$ cat src/rtl/key_debounce_pkg.sv
// Shared types and defaults for the pushbutton debouncer.
package key_debounce_pkg;

  typedef enum logic [1:0] {
    REL_STABLE = 2'd0,
    REL_WAIT   = 2'd1,
    PRS_STABLE = 2'd2,
    PRS_WAIT   = 2'd3
  } db_state_e;

  // 1 ms at 50 MHz
  localparam int unsigned DEBOUNCE_CYCLES_DEF = 50000;

endpackage

$ cat src/rtl/key_debounce_sync2.sv
// Two-flop synchronizer; reset value selects the idle level of the pin.
module sync2 #(
  parameter logic RST_VAL = 1'b0
) (
  input  logic clk,
  input  logic rst_n,
  input  logic d_i,
  output logic q_o
);

  logic s1_q, s2_q;

  always_ff @(posedge clk or negedge rst_n) begin
    if (!rst_n) begin
      s1_q <= RST_VAL;
      s2_q <= RST_VAL;
    end else begin
      s1_q <= d_i;
      s2_q <= s1_q;
    end
  end

  assign q_o = s2_q;

endmodule

$ cat src/rtl/key_debounce.sv
// Pushbutton debouncer: synchronize, require DEBOUNCE_CYCLES agreeing samples,
// then report a registered level plus one-cycle press/release pulses.
module key_debounce
  import key_debounce_pkg::*;
#(
  parameter int unsigned DEBOUNCE_CYCLES = DEBOUNCE_CYCLES_DEF,
  parameter bit          KEY_ACTIVE_LOW  = 1'b1
) (
  input  logic clk,
  input  logic rst,
  input  logic key_raw,
  output logic key_level,
  output logic key_press,
  output logic key_release
);

  localparam int                CNT_W    = $clog2(DEBOUNCE_CYCLES + 1);
  localparam logic [CNT_W-1:0]  CNT_LAST = CNT_W'(DEBOUNCE_CYCLES - 1);
  localparam logic [CNT_W-1:0]  CNT_ONE  = CNT_W'(1);
  localparam logic              REL_RAW  = KEY_ACTIVE_LOW;

  logic              raw_s;
  logic              pressed;
  db_state_e         state_q, state_d;
  logic [CNT_W-1:0]  cnt_q, cnt_d;
  logic              level_q, press_q, release_q;
  logic              press_d, release_d;

  sync2 #(.RST_VAL(REL_RAW)) u_sync (
    .clk   (clk),
    .rst_n (rst),
    .d_i   (key_raw),
    .q_o   (raw_s)
  );

  assign pressed = KEY_ACTIVE_LOW ? ~raw_s : raw_s;

  always_comb begin
    state_d   = state_q;
    cnt_d     = cnt_q;
    press_d   = 1'b0;
    release_d = 1'b0;
    case (state_q)
      REL_STABLE: if (pressed) begin
        state_d = REL_WAIT;
        cnt_d   = CNT_ONE;
      end
      REL_WAIT: begin
        if (!pressed) begin
          state_d = REL_STABLE;
          cnt_d   = '0;
        end else if (cnt_q == CNT_LAST) begin
          state_d = PRS_STABLE;
          cnt_d   = '0;
          press_d = 1'b1;
        end else begin
          cnt_d = cnt_q + CNT_ONE;
        end
      end
      PRS_STABLE: if (!pressed) begin
        state_d = PRS_WAIT;
        cnt_d   = CNT_ONE;
      end
      PRS_WAIT: begin
        if (pressed) begin
          state_d = PRS_STABLE;
          cnt_d   = '0;
        end else if (cnt_q == CNT_LAST) begin
          state_d   = REL_STABLE;
          cnt_d     = '0;
          release_d = 1'b1;
        end else begin
          cnt_d = cnt_q + CNT_ONE;
        end
      end
      default: begin
        state_d = REL_STABLE;
        cnt_d   = '0;
      end
    endcase
  end

  // Outputs are registered from next-state so they line up with the state flops.
  always_ff @(posedge clk or negedge rst) begin
    if (!rst) begin
      state_q   <= REL_STABLE;
      cnt_q     <= '0;
      level_q   <= 1'b0;
      press_q   <= 1'b0;
      release_q <= 1'b0;
    end else begin
      state_q   <= state_d;
      cnt_q     <= cnt_d;
      level_q   <= (state_d == PRS_STABLE) || (state_d == PRS_WAIT);
      press_q   <= press_d;
      release_q <= release_d;
    end
  end

  assign key_level   = level_q;
  assign key_press   = press_q;
  assign key_release = release_q;

endmodule

$ cat config.mk
export PLATFORM = sky130hd
export DESIGN_NAME = key_debounce
export DESIGN_NICKNAME = d
export VERILOG_FILES = /design/src/rtl/key_debounce_pkg.sv /design/src/rtl/key_debounce_sync2.sv /design/src/rtl/key_debounce.sv
export SDC_FILE = /design/constraint.sdc
export NUM_CORES = 1
export LEC_CHECK = 0
export CAP_MARGIN = 10
export CORE_ASPECT_RATIO = 0.5
export CORE_MARGIN = 10
export CORE_UTILIZATION = 40
export DETAILED_ROUTE_END_ITERATION = 8
export GPL_TIMING_DRIVEN = 0
export HOLD_SLACK_MARGIN = 0.06
export SYNTH_ARGS = -nofsm -noshare
export SYNTH_HDL_FRONTEND = slang
export SYNTH_SLANG_ARGS = --single-unit
$ cat constraint.sdc
create_clock -name clk -period 2.3 [get_ports clk]
set_input_delay 0.345 -clock clk [delete_from_list [all_inputs] [get_ports clk]]
set_output_delay 0.345 -clock clk [all_outputs]
set_load 0.005 [all_outputs]
==> metrics.md <==
| Metric | Value |
|---|---|
| Switching power | 0.191 mW |
| Crit path kind | flip-flop to flip-flop |
| Top cells by area, synth | dfrtp_1, nand2_1, dfstp_2 |
| R2R setup slack | 0.23 ns |
| Final Power | 0.755 mW |
| Layout cells sized above 1 | 11.2% |
| Cell Rows | 13 |
| Mean Syn Cell Area | 9.83 um^2 |
| Post-route insts no fill | 162 |
| Top cell type by total area after synthesis | dfrtp_1 |
| Data arrival, critical path | between 2 and 2.5 ns |
| First-pass GRT wire length | 4.08 mm |
| Internal Power | about 0.56 mW |
| CP max FO | 10 |
| Chip width | 95.5 um |
| Filler Cells Inserted | 260 |
| Placed cells | 158 |
| Slew Viols, Final | 0 |
| Max Cap Viol | 0 |
| Detailed placement HPWL | 1.62 mm |
| Antenna Nets Post-Route | 0 |
| Vias in the first global route | 835 |
| Critical Path RT | 2.49 ns |
| Worst Skew | 0.00391 ns |
| Worst slew margin | around 33% |
| Starting Density | a little over two fifths |
| Die area | 5510 um^2 |
| Post-synth top cells | dfrtp_1, nand2_1, o21ai_0 |
| RSZ-0062 raised after global routing | false |
| Clock latency on the worst-skew pair | 0.27 ns |
| Combinational power share | under 10% |
| Routed Wire Length | 2.29 mm |
| Routability congestion estimate | 0.803 |
| Crit path max-delay cell type | dfrtp_1 |
| Final Hold Violating Endpoints | 0 |
| Max rail drop VDD | around 310 uV |
| Max clock buf depth | 2 |
| Root buffer cell | clkbuf_8 |
| Reg area | 578 um^2 |
| Post-cts sizing count | 0 |
| Crit. End Element | flip-flop |
| Synth Net Count | 120 |
| Clock Sinks | 23 |
| GRT Resource Usage Total | under 10% |
| Fmax | 483 MHz |
| Die height | 57.7 um |
| Multi-input logic area | 541 um^2 |
| Setup Buffers After CTS | 0 |
| CP startpoint kind | flip-flop |
| CTS tree | done |
| Status | finished clean |
| Hold WS | 0.366 ns |
| Clock network fraction of total power | between 30% and 40% |
| Area Growth Syn to Fin | 12.5% |
| Largest net degree at the start of global routing | 24 |
| Worst-Margin Slew | 1.00 ns |
| CTS buffer count | 3 |
| Part of the power in registers | approximately three fifths |
| Most frequent cell after synthesis | dfrtp_1 |
| Crit path cell chain | ha_1 -> and3_2 -> and4_1 -> nor2_4 -> buf_2 -> a21oi_1 -> a31oi_1 |
| PortBufs | 5 |
| Yosys top cell area share | 46.1% |
| Drt first-iter violations | 73 |
| Synth Flop Type | dfrtp_1 |
| Core ar. | 2650 um^2 |
| Final WS setup | between 0.2 and 0.25 ns |
| Post-layout min period | 2.07 ns |
| Sw frac | between 20 and 30% |
| Cells after Synth | 116 |
| Lkg Pwr | 0.520 nW |
| DR DRC count | 0 |
| EDFF count, synth | 0 |
| Final net count | 130 |
| Final period utilization | 90.0% |
| Clk slew on worst S/H paths | approximately 0.08 ns |
| Asr flop ratio synth | between 90% and 100% |
| Ant. Diodes | 0 |
| Via count | 889 |
| Unique masters post-synth | 38 |
| Pwr Density | 589 nW/um^2 |
| Initial antenna violation count | 0 |
| Worst hold path type | flip-flop to flip-flop |
| TritonRoute pass-1 iters | 4 |
| DR WL/cell | 14.1 um |
| CTS H-tree depth | 1 |
| Register area share after synthesis | 50.7% |
| Setup_tns | 0 ns |
| Total gr overflow | 0 |
| Post-synthesis cell area | 1140 um^2 |
| I/O Pins | 6 |
| Max incr delay on CP | 0.42 ns |
| Yosys warns | 0 |
| Yosys reg bits | 23 |
| Final Setup Violations | 0 |
| Via density | 5.49 |
| CTS Hold Buffers Added | 0 |
| DP Worst Slack | ~0.25 ns |
state kept, by name, indices dropped and copies added (netlist names):
register and count:
key_level 1, state_q 2, cnt_q 16, u_sync.q_o 1
key_release 1, key_press 1, u_sync.s1_q 1
worst max-delay path, delay by kind of cell (launching register included):
kind / cells / cell delay (ns)
compound gates: 2 / 0.24
simple gates: 3 / 0.78
buf+inv: 1 / 0.30
fa+ha+maj: 1 / 0.27
flops: 1 / 0.42
metrics by stage:
stage / utilization [%] / instance area (um^2)
4_1_cts: 48.4 / 1280
5_1_grt: 48.4 / 1280
6_report: 48.4 / 1280
2_1_floorplan: - / 1140
3_5_place_dp: 46.6 / 1240
3_3_place_gp: 46.6 / 1240
metal layers:
metal	routed length [um]	share of wire (%)	vias to the layer above	track usage (%)
met4	13	0.57	0	1.88
met3	131	5.7	2	3.72
met5	0	0	-	0
met1	1180	52	424	12.2
li1	-	-	447	-
met2	958	42	16	13.6
layout by cell type (no fill, tap or decap), types with 2 or more instances in the layout:
cell type and instances:
inv_1 2, nor2_1 4, or3_1 2, nand2_1 16
a21oi_1 7, o21ai_0 8, nor4bb_1 2, mux2i_1 5
nor3_1 3, dfstp_2 2, a31oi_1 6, nand3_1 7
and2_1 3, nand4_1 3, clkdlybuf4s50_1 5, clkbuf_8 3
buf_2 2, dfrtp_1 21, and3_2 2
layout make-up:
cell class                      instances  share of cell area, %
Clock buffer                            3                   3.22
Inverter                                2                  0.585
Sequential cell                        23                   45.1
Clock inverter                          1                  0.390
Buffer                                  3                   1.07
Multi-Input combinational cell         88                   42.1
Timing Repair Buffer                    5                   3.90
Tap cell                               37                   3.61
power groups by stage:
stage	combinational (mW)	clock (mW)	sequential, mW
CTS	0.0588	0.264	0.443
global route	0.0676	0.278	0.448
floorplan	0.0382	0	0.446
global placement	0.0580	0	0.451
finish	0.0580	0.253	0.444
detailed placement	0.0588	0	0.451
final timing paths:
path / start / endpoint / cells after the start
worst max register to register: cnt_q[0] / cnt_q[15] / 7
min in group asynchronous: rst / cnt_q[9] / 1
worst min register to register: u_sync.s1_q / u_sync.q_o / 0
max in group asynchronous: rst / cnt_q[3] / 1
worst max-delay path: cnt_q[0] / cnt_q[15] / 7
worst min-delay path: u_sync.s1_q / u_sync.q_o / 0
cells by family after synthesis:
logic type	after synthesis	synth area share, %
buf+inv	5	1.87
flops	23	50.7
fa+ha+maj	1	1.10
simple gates	51	24.7
xor+xnor	2	1.54
compound gates	29	15.7
mux	5	4.39
(Power assumes the default switching activity.)
